==> config.mk <==
export PLATFORM = sky130hd
export DESIGN_NAME = t01_wb_arb_manager
export DESIGN_NICKNAME = d
export VERILOG_FILES = /design/src/rtl/t01_wb_arb_manager.sv
export SDC_FILE = /design/constraint.sdc
export NUM_CORES = 1
export LEC_CHECK = 0
export CELL_PAD_IN_SITES_DETAIL_PLACEMENT = 1
export CELL_PAD_IN_SITES_GLOBAL_PLACEMENT = 2
export CORE_UTILIZATION = 38
export DETAILED_ROUTE_END_ITERATION = 7
export DONT_BUFFER_PORTS = 1
export GPL_TIMING_DRIVEN = 0
export PLACE_DENSITY = 0.82
export SYNTH_ARGS = -nofsm -noshare
export SYNTH_HDL_FRONTEND = slang
export SYNTH_SLANG_ARGS = --single-unit
==> constraint.sdc <==
create_clock -name clk -period 7.3 [get_ports clk]
set_input_delay 1.095 -clock clk [delete_from_list [all_inputs] [get_ports clk]]
set_output_delay 1.095 -clock clk [all_outputs]
set_load 0.05 [all_outputs]
==> src/rtl/t01_wb_arb_manager.sv <==
// t01_wb_arb_manager: per-channel request slots, round-robin arbitrated onto one classic Wishbone bus.
// Latency: request edge -> CYC_O high two cycles later; ACK edge -> done pulse and CYC_O low next cycle.
// Backpressure: one slot per channel; requests on a busy slot are dropped. Optional ACK timeout: T01_WB_TIMEOUT_EN.
module t01_wb_arb_manager #(
    parameter int NUM_CH  = 2,
    parameter int ADDR_W  = 32,
    parameter int DATA_W  = 32,
    parameter int TIMEOUT = 255
) (
    input  logic                         clk,
    input  logic                         rst,
    input  logic                         en,
    input  logic [NUM_CH-1:0]            req_read_i,
    input  logic [NUM_CH-1:0]            req_write_i,
    input  logic [NUM_CH*ADDR_W-1:0]     req_adr_i,
    input  logic [NUM_CH*DATA_W-1:0]     req_dat_i,
    input  logic [NUM_CH*(DATA_W/8)-1:0] req_sel_i,
    output logic [DATA_W-1:0]            req_dat_o,
    output logic [NUM_CH-1:0]            req_busy_o,
    output logic [NUM_CH-1:0]            req_done_o,
    output logic [NUM_CH-1:0]            req_err_o,
    input  logic [DATA_W-1:0]            DAT_I,
    input  logic                         ACK_I,
    output logic [ADDR_W-1:0]            ADR_O,
    output logic [DATA_W-1:0]            DAT_O,
    output logic [DATA_W/8-1:0]          SEL_O,
    output logic                         WE_O,
    output logic                         STB_O,
    output logic                         CYC_O
);
    localparam int SEL_W = DATA_W / 8;
    localparam int CH_W  = (NUM_CH > 1) ? $clog2(NUM_CH) : 1;

    localparam logic [0:0] S_IDLE = 1'b0;
    localparam logic [0:0] S_WAIT = 1'b1;

    // Elaboration-time guard on the supported parameter range
    if (NUM_CH < 2 || NUM_CH > 8 || (DATA_W % 8) != 0 || TIMEOUT < 1) begin : g_bad_param
        $error("t01_wb_arb_manager: unsupported parameter set");
    end

    // Per-channel request slots
    logic [NUM_CH-1:0] slot_full_q, slot_full_d;
    logic [NUM_CH-1:0] slot_we_q, slot_we_d;
    logic [ADDR_W-1:0] slot_adr_q [NUM_CH];
    logic [ADDR_W-1:0] slot_adr_d [NUM_CH];
    logic [DATA_W-1:0] slot_dat_q [NUM_CH];
    logic [DATA_W-1:0] slot_dat_d [NUM_CH];
    logic [SEL_W-1:0]  slot_sel_q [NUM_CH];
    logic [SEL_W-1:0]  slot_sel_d [NUM_CH];

    // FSM, arbitration and registered bus outputs
    logic [0:0]        state_q, state_d;
    logic [CH_W-1:0]   grant_q, grant_d;
    logic [CH_W-1:0]   rr_ptr_q, rr_ptr_d;
    logic [ADDR_W-1:0] adr_o_q, adr_o_d;
    logic [DATA_W-1:0] dat_o_q, dat_o_d;
    logic [SEL_W-1:0]  sel_o_q, sel_o_d;
    logic              we_o_q, we_o_d;
    logic              cyc_o_q, cyc_o_d;
    logic [DATA_W-1:0] rdat_q, rdat_d;
    logic [NUM_CH-1:0] done_q, done_d;

    logic              gnt_found;
    logic [CH_W-1:0]   gnt_idx;
    logic [CH_W-1:0]   grant_next;
    logic              tmo_hit;

`ifdef T01_WB_TIMEOUT_EN
    localparam int TMO_W = $clog2(TIMEOUT + 1);

    logic [TMO_W-1:0]  tmo_cnt_q, tmo_cnt_d;
    logic [NUM_CH-1:0] err_q, err_d;

    // ACK on the timeout edge takes priority, so the hit is qualified by !ACK_I
    assign tmo_hit = (state_q == S_WAIT) && !ACK_I && (tmo_cnt_q == TMO_W'(TIMEOUT));

    // Wait counter: held at zero while idle so it starts from zero on entering WAIT
    always_comb begin
        tmo_cnt_d = tmo_cnt_q;
        if (state_q == S_IDLE) begin
            tmo_cnt_d = '0;
        end else if (!ACK_I && !tmo_hit) begin
            tmo_cnt_d = tmo_cnt_q + TMO_W'(1);
        end
    end

    // Timeout counter and abort pulse registers
    always_ff @(posedge clk or posedge rst) begin
        if (rst) begin
            tmo_cnt_q <= '0;
            err_q     <= '0;
        end else begin
            tmo_cnt_q <= tmo_cnt_d;
            err_q     <= err_d;
        end
    end

    assign req_err_o = err_q;
`else
    assign tmo_hit   = 1'b0;
    assign req_err_o = '0;
`endif

    // Round-robin search: first full slot starting at the pointer (last grant + 1)
    always_comb begin
        gnt_found = 1'b0;
        gnt_idx   = '0;
        for (int k = 0; k < NUM_CH; k++) begin
            if (!gnt_found && slot_full_q[(int'(rr_ptr_q) + k) % NUM_CH]) begin
                gnt_found = 1'b1;
                gnt_idx   = CH_W'((int'(rr_ptr_q) + k) % NUM_CH);
            end
        end
    end

    assign grant_next = (grant_q == CH_W'(NUM_CH - 1)) ? '0 : grant_q + CH_W'(1);

    // Next-state: FSM and bus drive, then slot clear on completion and capture of new requests
    always_comb begin
        state_d     = state_q;
        grant_d     = grant_q;
        rr_ptr_d    = rr_ptr_q;
        adr_o_d     = adr_o_q;
        dat_o_d     = dat_o_q;
        sel_o_d     = sel_o_q;
        we_o_d      = we_o_q;
        cyc_o_d     = cyc_o_q;
        rdat_d      = rdat_q;
        done_d      = '0;
        slot_full_d = slot_full_q;
        slot_we_d   = slot_we_q;
        slot_adr_d  = slot_adr_q;
        slot_dat_d  = slot_dat_q;
        slot_sel_d  = slot_sel_q;
`ifdef T01_WB_TIMEOUT_EN
        err_d       = '0;
`endif

        case (state_q)
            S_IDLE: begin
                if (en && gnt_found) begin
                    adr_o_d = slot_adr_q[gnt_idx];
                    dat_o_d = slot_dat_q[gnt_idx];
                    sel_o_d = slot_sel_q[gnt_idx];
                    we_o_d  = slot_we_q[gnt_idx];
                    cyc_o_d = 1'b1;
                    grant_d = gnt_idx;
                    state_d = S_WAIT;
                end
            end
            S_WAIT: begin
                // en is deliberately ignored here: an issued cycle always runs to completion
                if (ACK_I) begin
                    if (!we_o_q) begin
                        rdat_d = DAT_I;
                    end
                    cyc_o_d              = 1'b0;
                    we_o_d               = 1'b0;
                    done_d[grant_q]      = 1'b1;
                    slot_full_d[grant_q] = 1'b0;
                    rr_ptr_d             = grant_next;
                    state_d              = S_IDLE;
                end else if (tmo_hit) begin
                    cyc_o_d              = 1'b0;
                    we_o_d               = 1'b0;
                    slot_full_d[grant_q] = 1'b0;
                    rr_ptr_d             = grant_next;
                    state_d              = S_IDLE;
`ifdef T01_WB_TIMEOUT_EN
                    err_d[grant_q]       = 1'b1;
`endif
                end
            end
            default: begin
                state_d = S_IDLE;
                cyc_o_d = 1'b0;
            end
        endcase

        // Capture is judged on the pre-edge slot state; write wins when both strobes are high
        for (int i = 0; i < NUM_CH; i++) begin
            if (en && (req_read_i[i] || req_write_i[i]) && !slot_full_q[i]) begin
                slot_full_d[i] = 1'b1;
                slot_we_d[i]   = req_write_i[i];
                slot_adr_d[i]  = req_adr_i[i*ADDR_W +: ADDR_W];
                slot_dat_d[i]  = req_dat_i[i*DATA_W +: DATA_W];
                slot_sel_d[i]  = req_sel_i[i*SEL_W +: SEL_W];
            end
        end
    end

    // State, slot and output registers
    always_ff @(posedge clk or posedge rst) begin
        if (rst) begin
            state_q     <= S_IDLE;
            grant_q     <= '0;
            rr_ptr_q    <= '0;
            adr_o_q     <= '0;
            dat_o_q     <= '0;
            sel_o_q     <= '0;
            we_o_q      <= 1'b0;
            cyc_o_q     <= 1'b0;
            rdat_q      <= '0;
            done_q      <= '0;
            slot_full_q <= '0;
            slot_we_q   <= '0;
            for (int i = 0; i < NUM_CH; i++) begin
                slot_adr_q[i] <= '0;
                slot_dat_q[i] <= '0;
                slot_sel_q[i] <= '0;
            end
        end else begin
            state_q     <= state_d;
            grant_q     <= grant_d;
            rr_ptr_q    <= rr_ptr_d;
            adr_o_q     <= adr_o_d;
            dat_o_q     <= dat_o_d;
            sel_o_q     <= sel_o_d;
            we_o_q      <= we_o_d;
            cyc_o_q     <= cyc_o_d;
            rdat_q      <= rdat_d;
            done_q      <= done_d;
            slot_full_q <= slot_full_d;
            slot_we_q   <= slot_we_d;
            slot_adr_q  <= slot_adr_d;
            slot_dat_q  <= slot_dat_d;
            slot_sel_q  <= slot_sel_d;
        end
    end

    assign ADR_O      = adr_o_q;
    assign DAT_O      = dat_o_q;
    assign SEL_O      = sel_o_q;
    assign WE_O       = we_o_q;
    assign CYC_O      = cyc_o_q;
    assign STB_O      = cyc_o_q;
    assign req_dat_o  = rdat_q;
    assign req_busy_o = slot_full_q;
    assign req_done_o = done_q;

endmodule

==> flow_metrics.env <==
export IMPL_status="complete, but fails checks"
export IMPL_violations="design-rule violations"
export IMPL_critPathMaxFanout=10
export IMPL_yosysWarnings=0
export IMPL_period_share_pct=35.87
export IMPL_ys_types=25
export IMPL_gp_congestion=0.7569
export IMPL_grt_max_degree=44
export IMPL_p_leak_nw=4.847
export IMPL_cts_setup_buffers=0
export IMPL_fill_cells=2692
export IMPL_drc=4
export IMPL_path_class="input port to flop"
export IMPL_clk_pin_slew_ns=0.06
export IMPL_grt_pass1_vias=7263
export IMPL_rows=60
export IMPL_clockRootBuffer="clkbuf_16"
export IMPL_maxCapViolations=0
export IMPL_setup_viol=0
export IMPL_grt_pass1_wl_mm=44.87
export IMPL_mostFrequentLayoutCell="dfrtp_1"
export IMPL_worstSkewPairLatency_ns=0.54
export IMPL_synth_area_leader_cell="dfrtp_1"
export IMPL_place_ws_ns=4.077
export IMPL_netlist_area_um2=10390
export IMPL_vias=6582
export IMPL_portBuffers=0
export IMPL_cts_inserted_buffers=28
export IMPL_dieArea_um2=28000
export IMPL_vias_per_cell=5.820
export IMPL_peakVddDrop_mv=0.2523
export IMPL_core_um2=26880
export IMPL_die_height_um=167.3
export IMPL_area_delta_synth_final_pct=14.95
export IMPL_h_tree_depth=1
export IMPL_rsz0062_at_grt="false"
export IMPL_synth_top_area_share_pct=59.50
export IMPL_tns_ns=0
export IMPL_place_hpwl_mm=20.54
export IMPL_min_path_type="input port to asynchronous set/reset pin"
export IMPL_tightestPinTransition_ns=1.411
export IMPL_cp_start_kind="input port"
export IMPL_drt_total_wl_mm=29.04
export IMPL_die_x_um=167.3
export IMPL_ff2ff_path_depth=4
export IMPL_critPathRequiredTime_ns=7.72
export IMPL_avgSynthCellArea_um2=14.33
export IMPL_first_pass_iters=8
export IMPL_reg2reg_slack_ns=4.84
export IMPL_drt_initial_drc_count=278
export IMPL_rr_endpoint="slot_dat_q[61]$_DFFE_PP0P_"
export IMPL_cts_resized=0
export IMPL_end_kind="flop"
export IMPL_final_antenna_net_count=0
export IMPL_fin_skew_ns=0.008992
export IMPL_fmax_ghz=0.3819
export IMPL_num_io_pins=285
export IMPL_setup_ws_ns=4.681
export IMPL_r2r_start="req_busy_o[0]$_DFFE_PP0P_"
export IMPL_cts_buffer_depth=3
export IMPL_synthTopCellsByArea="dfrtp_1 (59%), mux2_2 (18%), a311o_1 (6.6%)"
export IMPL_start_util_pct=38.65
export IMPL_ys_seq_area_share_pct=59.50
export IMPL_clock_sinks=247
export IMPL_ys_seq_elements=247
export IMPL_relSlewSlack_pct=5.487
export IMPL_synth_cells=725
export IMPL_min_period_ns=2.619
export IMPL_antenna_found_initial=10
export IMPL_finalHoldViolations=0
export IMPL_hold_buffers=0
export IMPL_final_cell_mix="dfrtp_1 (247), mux2_2 (169), a21boi_0 (69), a311o_1 (68), o22a_1 (68)"
export IMPL_report_final_slew_viol_count=0
export IMPL_nNetsFinal=938
export IMPL_overflow=0
export IMPL_crit_arrival_ns=3.04
export IMPL_track_usage_pct=20.79
export IMPL_powerDensity_nw_per_um2=568.3
export IMPL_cts_tree="built"
export IMPL_wl_per_cell_um=25.67
export IMPL_drive_above_1_share_pct=33.12
==> critical path, cell delays in order <==
cell and delay [ns]:
o211ai_1 1.08, buf_2 0.47, mux2_2 0.38
==> state kept, by name, summed over array words and instances (netlist names) <==
signal,flops
rr_ptr_q,1
CYC_O,1
slot_adr_q,64
state_q,1
req_dat_o,32
grant_q,1
DAT_O,32
slot_sel_q,8
req_done_o,2
slot_we_q,2
ADR_O,32
slot_dat_q,64
WE_O,1
req_busy_o,2
SEL_O,4
==> final cells by class <==
type                    count  area [µm²]  share of cell area (%)
diodes                      8       20.02                  0.1676
repair buffers              6       120.1                   1.006
clock inverters             8       93.84                  0.7858
flip-flops and latches    247        6181                   51.76
plain buffers              74       341.6                   2.860
clock buffers              42       884.6                   7.408
well taps                 341       426.7                   3.573
multi-input cells         401        3855                   32.28
inverters                   4       18.77                  0.1572
==> logic make-up (layout without fill, tap and decap cells) <==
family,count (synthesis),in the layout,share of synthesized area (%)
DFF,247,247,59.50
other,1,10,0.03610
and+or+nand+nor,14,14,0.6985
buffers and inverters,78,134,3.432
muxes,170,170,18.46
AOI/OAI and AO/OA,215,215,17.87
==> where the power goes <==
group | internal (W) | total [W] | switching [W]
clock | 0.000900 | 0.00146 | 0.000563
combinational | 0.000920 | 0.00176 | 0.000843
sequential | 0.00205 | 0.00356 | 0.00151
total | 0.00387 | 0.00679 | 0.00291
==> stage by stage <==
step / hold WS [ns] / util, % / total power, W / area (µm²) / std cells
floorplan: 0.4201 / - / 0.004799 / 10400 / 726
global placement: 0.4634 / 40.27 / 0.005263 / 10820 / 1067
detailed placement: 0.4707 / 40.72 / 0.005373 / 10940 / 1073
CTS: 0.4653 / 44.36 / 0.006857 / 11920 / 1123
global route: 0.4925 / 44.42 / 0.007137 / 11940 / 1130
finish: 0.4729 / 44.43 / 0.006786 / 11940 / 1131
==> Yosys cell counts, drive strengths merged <==
| master | instances |
|---|---|
| a21boi | 69 |
| a21oi | 1 |
| a311o | 68 |
| and3 | 2 |
| buf | 31 |
| clkbuf | 43 |
| conb | 1 |
| dfrtp | 247 |
| inv | 4 |
| mux2 | 170 |
| nand2 | 4 |
| nand2b | 2 |
| nor2 | 4 |
| o211ai | 2 |
| o21ai | 5 |
| o21bai | 1 |
| o22a | 68 |
| o311a | 1 |
| or2 | 2 |
==> per-layer routing <==
metal	track usage, %	vias up	wire length, µm
li1	-	2834	-
met1	25.92	3470	11620
met2	34.08	233	14160
met3	6.476	43	2495
met4	7.220	2	746
met5	0	-	17
==> worst max path at each step <==
stage / start / end / slack [ns] / cells after the start
floorplan: rst / ADR_O[0]$_DFFE_PP0P_ / 2.96 / 1
CTS: req_write_i[0] / slot_dat_q[61]$_DFFE_PP0P_ / 4.65 / 3
finish: req_write_i[0] / slot_dat_q[61]$_DFFE_PP0P_ / 4.68 / 3
detailed placement: req_write_i[0] / slot_dat_q[61]$_DFFE_PP0P_ / 4.08 / 3
global route: req_write_i[0] / slot_dat_q[61]$_DFFE_PP0P_ / 4.63 / 3
global placement: rst / slot_dat_q[51]$_DFFE_PP0P_ / 1.52 / 1
No activity file was read; power rests on OpenSTA's default activity.
